## src/rtl/unidad_control_riesgos.sv

```systemverilog
// Hazard controller beside the ID stage: load-use bubbles, mult/div scheduling
// with HI/LO interlock, branch flush and a saturating stall-cycle counter.
module unidad_control_riesgos #(
  parameter int MULDIV_CYCLES = 32
) (
  input  logic        clk,
  input  logic        reset,
  input  logic [4:0]  if_id_rs,
  input  logic [4:0]  if_id_rt,
  input  logic        id_uses_rt,
  input  logic        id_ex_memRead,
  input  logic [4:0]  id_ex_rt,
  input  logic        id_is_muldiv,
  input  logic        id_reads_hilo,
  input  logic        branch_taken,
  output logic        pc_write,
  output logic        if_id_write,
  output logic        id_ex_bubble,
  output logic        if_id_flush,
  output logic        muldiv_start,
  output logic        muldiv_busy,
  output logic [15:0] stall_cycles
);

  localparam logic [0:0] RUN  = 1'b0;
  localparam logic [0:0] BUSY = 1'b1;
  localparam logic [7:0] CNT_INIT = 8'(MULDIV_CYCLES - 1);

  logic [0:0] state;
  logic [7:0] cnt;
  logic       ld_haz, md_haz, stall, start;

  always_comb begin
    ld_haz = id_ex_memRead && (id_ex_rt != 5'd0) &&
             ((id_ex_rt == if_id_rs) || (id_uses_rt && (id_ex_rt == if_id_rt)));
    md_haz = (state == BUSY) && (id_is_muldiv || id_reads_hilo);
    stall  = ld_haz || md_haz;
    // A load-use hazard blocks issue, so the start is retried next cycle.
    start  = (state == RUN) && id_is_muldiv && !ld_haz;
  end

  always_comb begin
    if (reset) begin
      pc_write     = 1'b0;
      if_id_write  = 1'b0;
      id_ex_bubble = 1'b1;
      if_id_flush  = 1'b1;
      muldiv_start = 1'b0;
      muldiv_busy  = 1'b0;
    end else begin
      pc_write     = !stall;
      if_id_write  = !stall;
      id_ex_bubble = stall;
      if_id_flush  = branch_taken && !stall;
      muldiv_start = start;
      muldiv_busy  = (state == BUSY);
    end
  end

  always_ff @(posedge clk) begin
    if (reset) begin
      state        <= RUN;
      cnt          <= 8'd0;
      stall_cycles <= 16'd0;
    end else begin
      if (stall && (stall_cycles != 16'hFFFF))
        stall_cycles <= stall_cycles + 16'd1;
      // cnt counts remaining BUSY cycles after the current one.
      case (state)
        RUN: if (start) begin
          cnt   <= CNT_INIT;
          state <= BUSY;
        end
        BUSY: if (cnt == 8'd0) state <= RUN;
              else             cnt   <= cnt - 8'd1;
        default: state <= RUN;
      endcase
    end
  end

endmodule

```

## config.mk

```make
export PLATFORM = sky130hd
export DESIGN_NAME = unidad_control_riesgos
export DESIGN_NICKNAME = d
export VERILOG_FILES = /design/src/rtl/unidad_control_riesgos.sv
export SDC_FILE = /design/constraint.sdc
export NUM_CORES = 1
export LEC_CHECK = 0
export BUFFER_PORTS_ARGS = -buffer_cell sky130_fd_sc_hd__buf_2
export CORE_MARGIN = 1.5
export CORE_UTILIZATION = 45
export DETAILED_ROUTE_END_ITERATION = 12
export GPL_TIMING_DRIVEN = 0
export PLACE_DENSITY = 0.71
export RECOVER_POWER = 100
export SLEW_MARGIN = 20
export SYNTH_ARGS = -nofsm -noshare
export SYNTH_HDL_FRONTEND = slang
export SYNTH_SLANG_ARGS = --single-unit
```

## constraint.sdc

```tcl
create_clock -name clk -period 2.5 [get_ports clk]
set_input_delay 0.625 -clock clk [delete_from_list [all_inputs] [get_ports clk]]
set_output_delay 0.625 -clock clk [all_outputs]
set_load 0.03 [all_outputs]
```

==> flow_metrics.py <==
metrics = {
    "floorplanning": {
        "dieArea_um2": 3724,
        "rows": 20,
        "start_util_pct": 48.44,
        "io_pins": 44,
        "core_area_um2": 3128,
        "die_y_um": 61.03,
        "fp.dieW_um": 61.03,
    },
    "drt": {
        "drt-total-wl_um": 3608,
        "wire_per_inst_um": 13.41,
        "ant_nets": 0,
        "route.detailed.drc": 0,
        "via_count": 1480,
        "firstDrtPassIters": 4,
        "vias_per_cell": 5.502,
        "drt-initial-drc-count": 69,
    },
    "synth": {
        "synth-edff-count": 0,
        "synth_top_family_by_area": "simple AND/OR/NAND/NOR gates",
        "ys_warn_count": 0,
        "synthCells": 174,
        "synth_compound_area_share_pct": 20.97,
        "synth_ff_type": "dfxtp_1",
        "syn-num-nets": 199,
        "synth_mux_area_share_pct": 1.404,
        "ys_types": 45,
        "async_reset_ff_share_pct": 0,
        "synth_seq_area_share_pct": 33.03,
        "ys_seq_elements": 25,
        "synth-xor-area-share_pct": 9.827,
        "synthesis.area_um2": 1515,
        "synth_fa_ha_area_share_pct": 2.477,
        "syn_area_per_cell_um2": 8.708,
        "synth-simple-area-share_pct": 28.90,
    },
    "clock_tree": {
        "path_clk_slew_ns": 0.14,
        "cts_tree": "built",
        "cts_buffer_depth": 2,
        "cts_root_buf": "clkbuf_4",
        "hold_buffers": 0,
        "insertion_delay_ns": 0.33,
        "clkSinkCount": 25,
        "cts_buffers": 3,
        "htreeDepth": 1,
    },
    "placed_design": {
        "hpwl_um": 2680,
        "io_buffer_count": 43,
        "place_congestion": 0.8190,
    },
    "outcome": {
        "violations": "setup timing",
        "status": "complete, but fails checks",
    },
    "layout": {
        "post_route_cells_drive_above_1_share_pct": 26.22,
        "diodes": 0,
        "syn_to_final_growth_pct": 25.85,
        "utilization_pct": 60.96,
        "nets": 251,
    },
    "grt": {
        "first_global_vias": 1343,
        "grt_max_degree": 16,
        "grt_pass1_wl_um": 5616,
        "grtUsageTotal_pct": 20.03,
        "grt_overflow": 0,
        "antenna_found_initial": 0,
    },
    "sta": {
        "finalCritPeriodShare_pct": 103.9,
        "report.final.slew_viol_count": 0,
        "rsz0062_at_grt": "yes",
        "fin_setup_tns_ns": -0.2425,
        "fmax_mhz": 384.9,
        "worst_slack_ns": -0.09777,
        "setup_viol": 4,
        "fin_worst_skew_ns": 0.006943,
        "max_slew_margin_pct": 47.14,
        "final.min_clock_period_ns": 2.598,
        "hold_viol": 0,
        "worst_slew_pin_slew_ns": 0.7827,
    },
    "critical_path": {
        "r2r-start": "cnt[3]$_SDFFE_PP0P_",
        "reg2reg_depth": 4,
        "cp_data_required_time_ns": 1.88,
        "critPathCapture": "muldiv_start",
        "path_max_fanout": 6,
        "end_kind": "output port",
        "r2r_setup_slack_ns": 0.21,
        "worstSetupStartpoint": "id_ex_rt[4]",
        "r2r-end": "cnt[1]$_SDFFE_PP0P_",
        "start_kind": "input port",
        "arrival_ns": 1.97,
        "path_class": "in2out",
    },
    "pwr": {
        "p_leak_nw": 0.7486,
        "peakVddDrop_mv": 0.3104,
        "p_total_mw": 0.9108,
        "power_density_nw_per_um2": 477.6,
    },
    "min_path": {
        "min_path_cells": 2,
        "hp-class": "reg2reg",
    },
    "job": {
        "cap_violations": 0,
    },
}
==> state kept, by name (all words and copies together), names as in the netlist <==
| register | count |
|---|---|
| cnt | 8 |
| state | 1 |
| stall_cycles | 16 |
==> worst min-delay path by stage <==
| stage | start | end |
|---|---|---|
| 5_1_grt | stall_cycles[14]$_SDFFE_PP0P_ | stall_cycles[14]$_SDFFE_PP0P_ |
| 4_1_cts | stall_cycles[15]$_SDFFE_PP0P_ | stall_cycles[15]$_SDFFE_PP0P_ |
| 2_1_floorplan | cnt[7]$_SDFFE_PP0P_ | cnt[7]$_SDFFE_PP0P_ |
| 3_5_place_dp | stall_cycles[15]$_SDFFE_PP0P_ | stall_cycles[15]$_SDFFE_PP0P_ |
| 6_report | stall_cycles[15]$_SDFFE_PP0P_ | stall_cycles[15]$_SDFFE_PP0P_ |
| 3_3_place_gp | stall_cycles[15]$_SDFFE_PP0P_ | stall_cycles[15]$_SDFFE_PP0P_ |
==> synthesized netlist by cell type (2+ instances only) <==
master | n | area share, %
and3_2 | 5 | 2.5
o21ai_2 | 2 | 1.2
clkbuf_1 | 3 | 0.74
and3_1 | 3 | 1.2
o21ai_1 | 2 | 0.66
nor2b_1 | 7 | 2.9
o31ai_1 | 3 | 1.5
a31oi_1 | 2 | 0.83
and3_4 | 2 | 1.5
nand2b_1 | 2 | 0.83
nand2_1 | 13 | 3.2
nand4_1 | 2 | 0.83
o41ai_2 | 3 | 3.2
inv_1 | 6 | 1.5
ha_1 | 3 | 2.5
or3_1 | 4 | 1.7
o21ai_0 | 4 | 1.3
o21a_1 | 2 | 0.99
nor3_1 | 3 | 0.99
xor2_1 | 7 | 4.0
dfxtp_1 | 25 | 33
a211oi_1 | 2 | 0.99
or4_1 | 4 | 2.0
a21oi_1 | 10 | 3.3
nor2_1 | 17 | 4.2
nand3_1 | 10 | 3.3
xnor2_1 | 10 | 5.8
==> what timing repair did <==
action / CTS / global route
pin swaps: 4 / 3
setup buffers: 3 / 2
gates resized for setup: 17 / 3
hold endpoints to repair: 0 / 0
endpoints found under the setup margin: 5 / 5
==> cell families after synthesis <==
family,after synthesis
and+or+nand+nor,78
adders and majority gates,3
muxes,2
xor gates and xnor gates,17
AOI/OAI and AO/OA,38
DFF,25
buffers and inverters,11
==> layout make-up <==
class / count / area (um^2)
multi-input cells: 138 / 1010
clock buffers: 4 / 26.28
inverters: 6 / 22.52
repair buffers: 48 / 269.0
flip-flops and latches: 25 / 500.5
plain buffers: 4 / 23.77
fillers: 281 / 1221
well taps: 44 / 55.05
==> placed cells by master (no fill, tap or decap), drive strengths merged, types with 2 or more instances in the layout <==
cell type  count
o31ai          3
xor2           7
nor2b          7
xnor2         10
nand3         11
nor3           3
clkbuf        24
inv            6
o41ai          3
o21ai          8
a21oi         10
nor2          17
o21a           2
and3          10
nand4          2
and4           2
buf           32
nand2b         2
a211oi         2
nand2         14
or3            4
a31oi          2
ha             3
dfxtp         25
or4            4
==> worst max-delay path, cell delays in order <==
cell and delay, ns:
buf_6 0.10, or4_4 0.54, o21ai_4 0.19, buf_4 0.16, o21ai_4 0.08, nor2_2 0.13
buf_6 0.15
==> report_power, final <==
part / total [mW] / switching (mW) / internal [mW]
Sequential: 0.445 / 0.0243 / 0.421
Combinational: 0.275 / 0.162 / 0.114
Clock: 0.190 / 0.128 / 0.0626
==> metal layers <==
layer / vias to the layer above / routed length, um / global-route usage (%)
li1: 736 / - / -
met3: 5 / 197 / 3.782
met1: 687 / 1616 / 24.77
met2: 52 / 1745 / 33.28
met5: - / 0 / 0
met4: 0 / 47 / 9.938
==> through the flow <==
stage | setup WS, ns | cell area [um^2] | hold WS (ns) | cells
floorplan | -0.05805 | 1555 | 0.4653 | 174
global placement | -0.2228 | 1826 | 0.4730 | 261
detailed placement | -0.2582 | 1826 | 0.4902 | 261
CTS | -0.07911 | 1918 | 0.5073 | 267
global route | -0.1255 | 1907 | 0.5457 | 269
finish | -0.09777 | 1907 | 0.5072 | 269
Power figures use the tool's default switching activity.
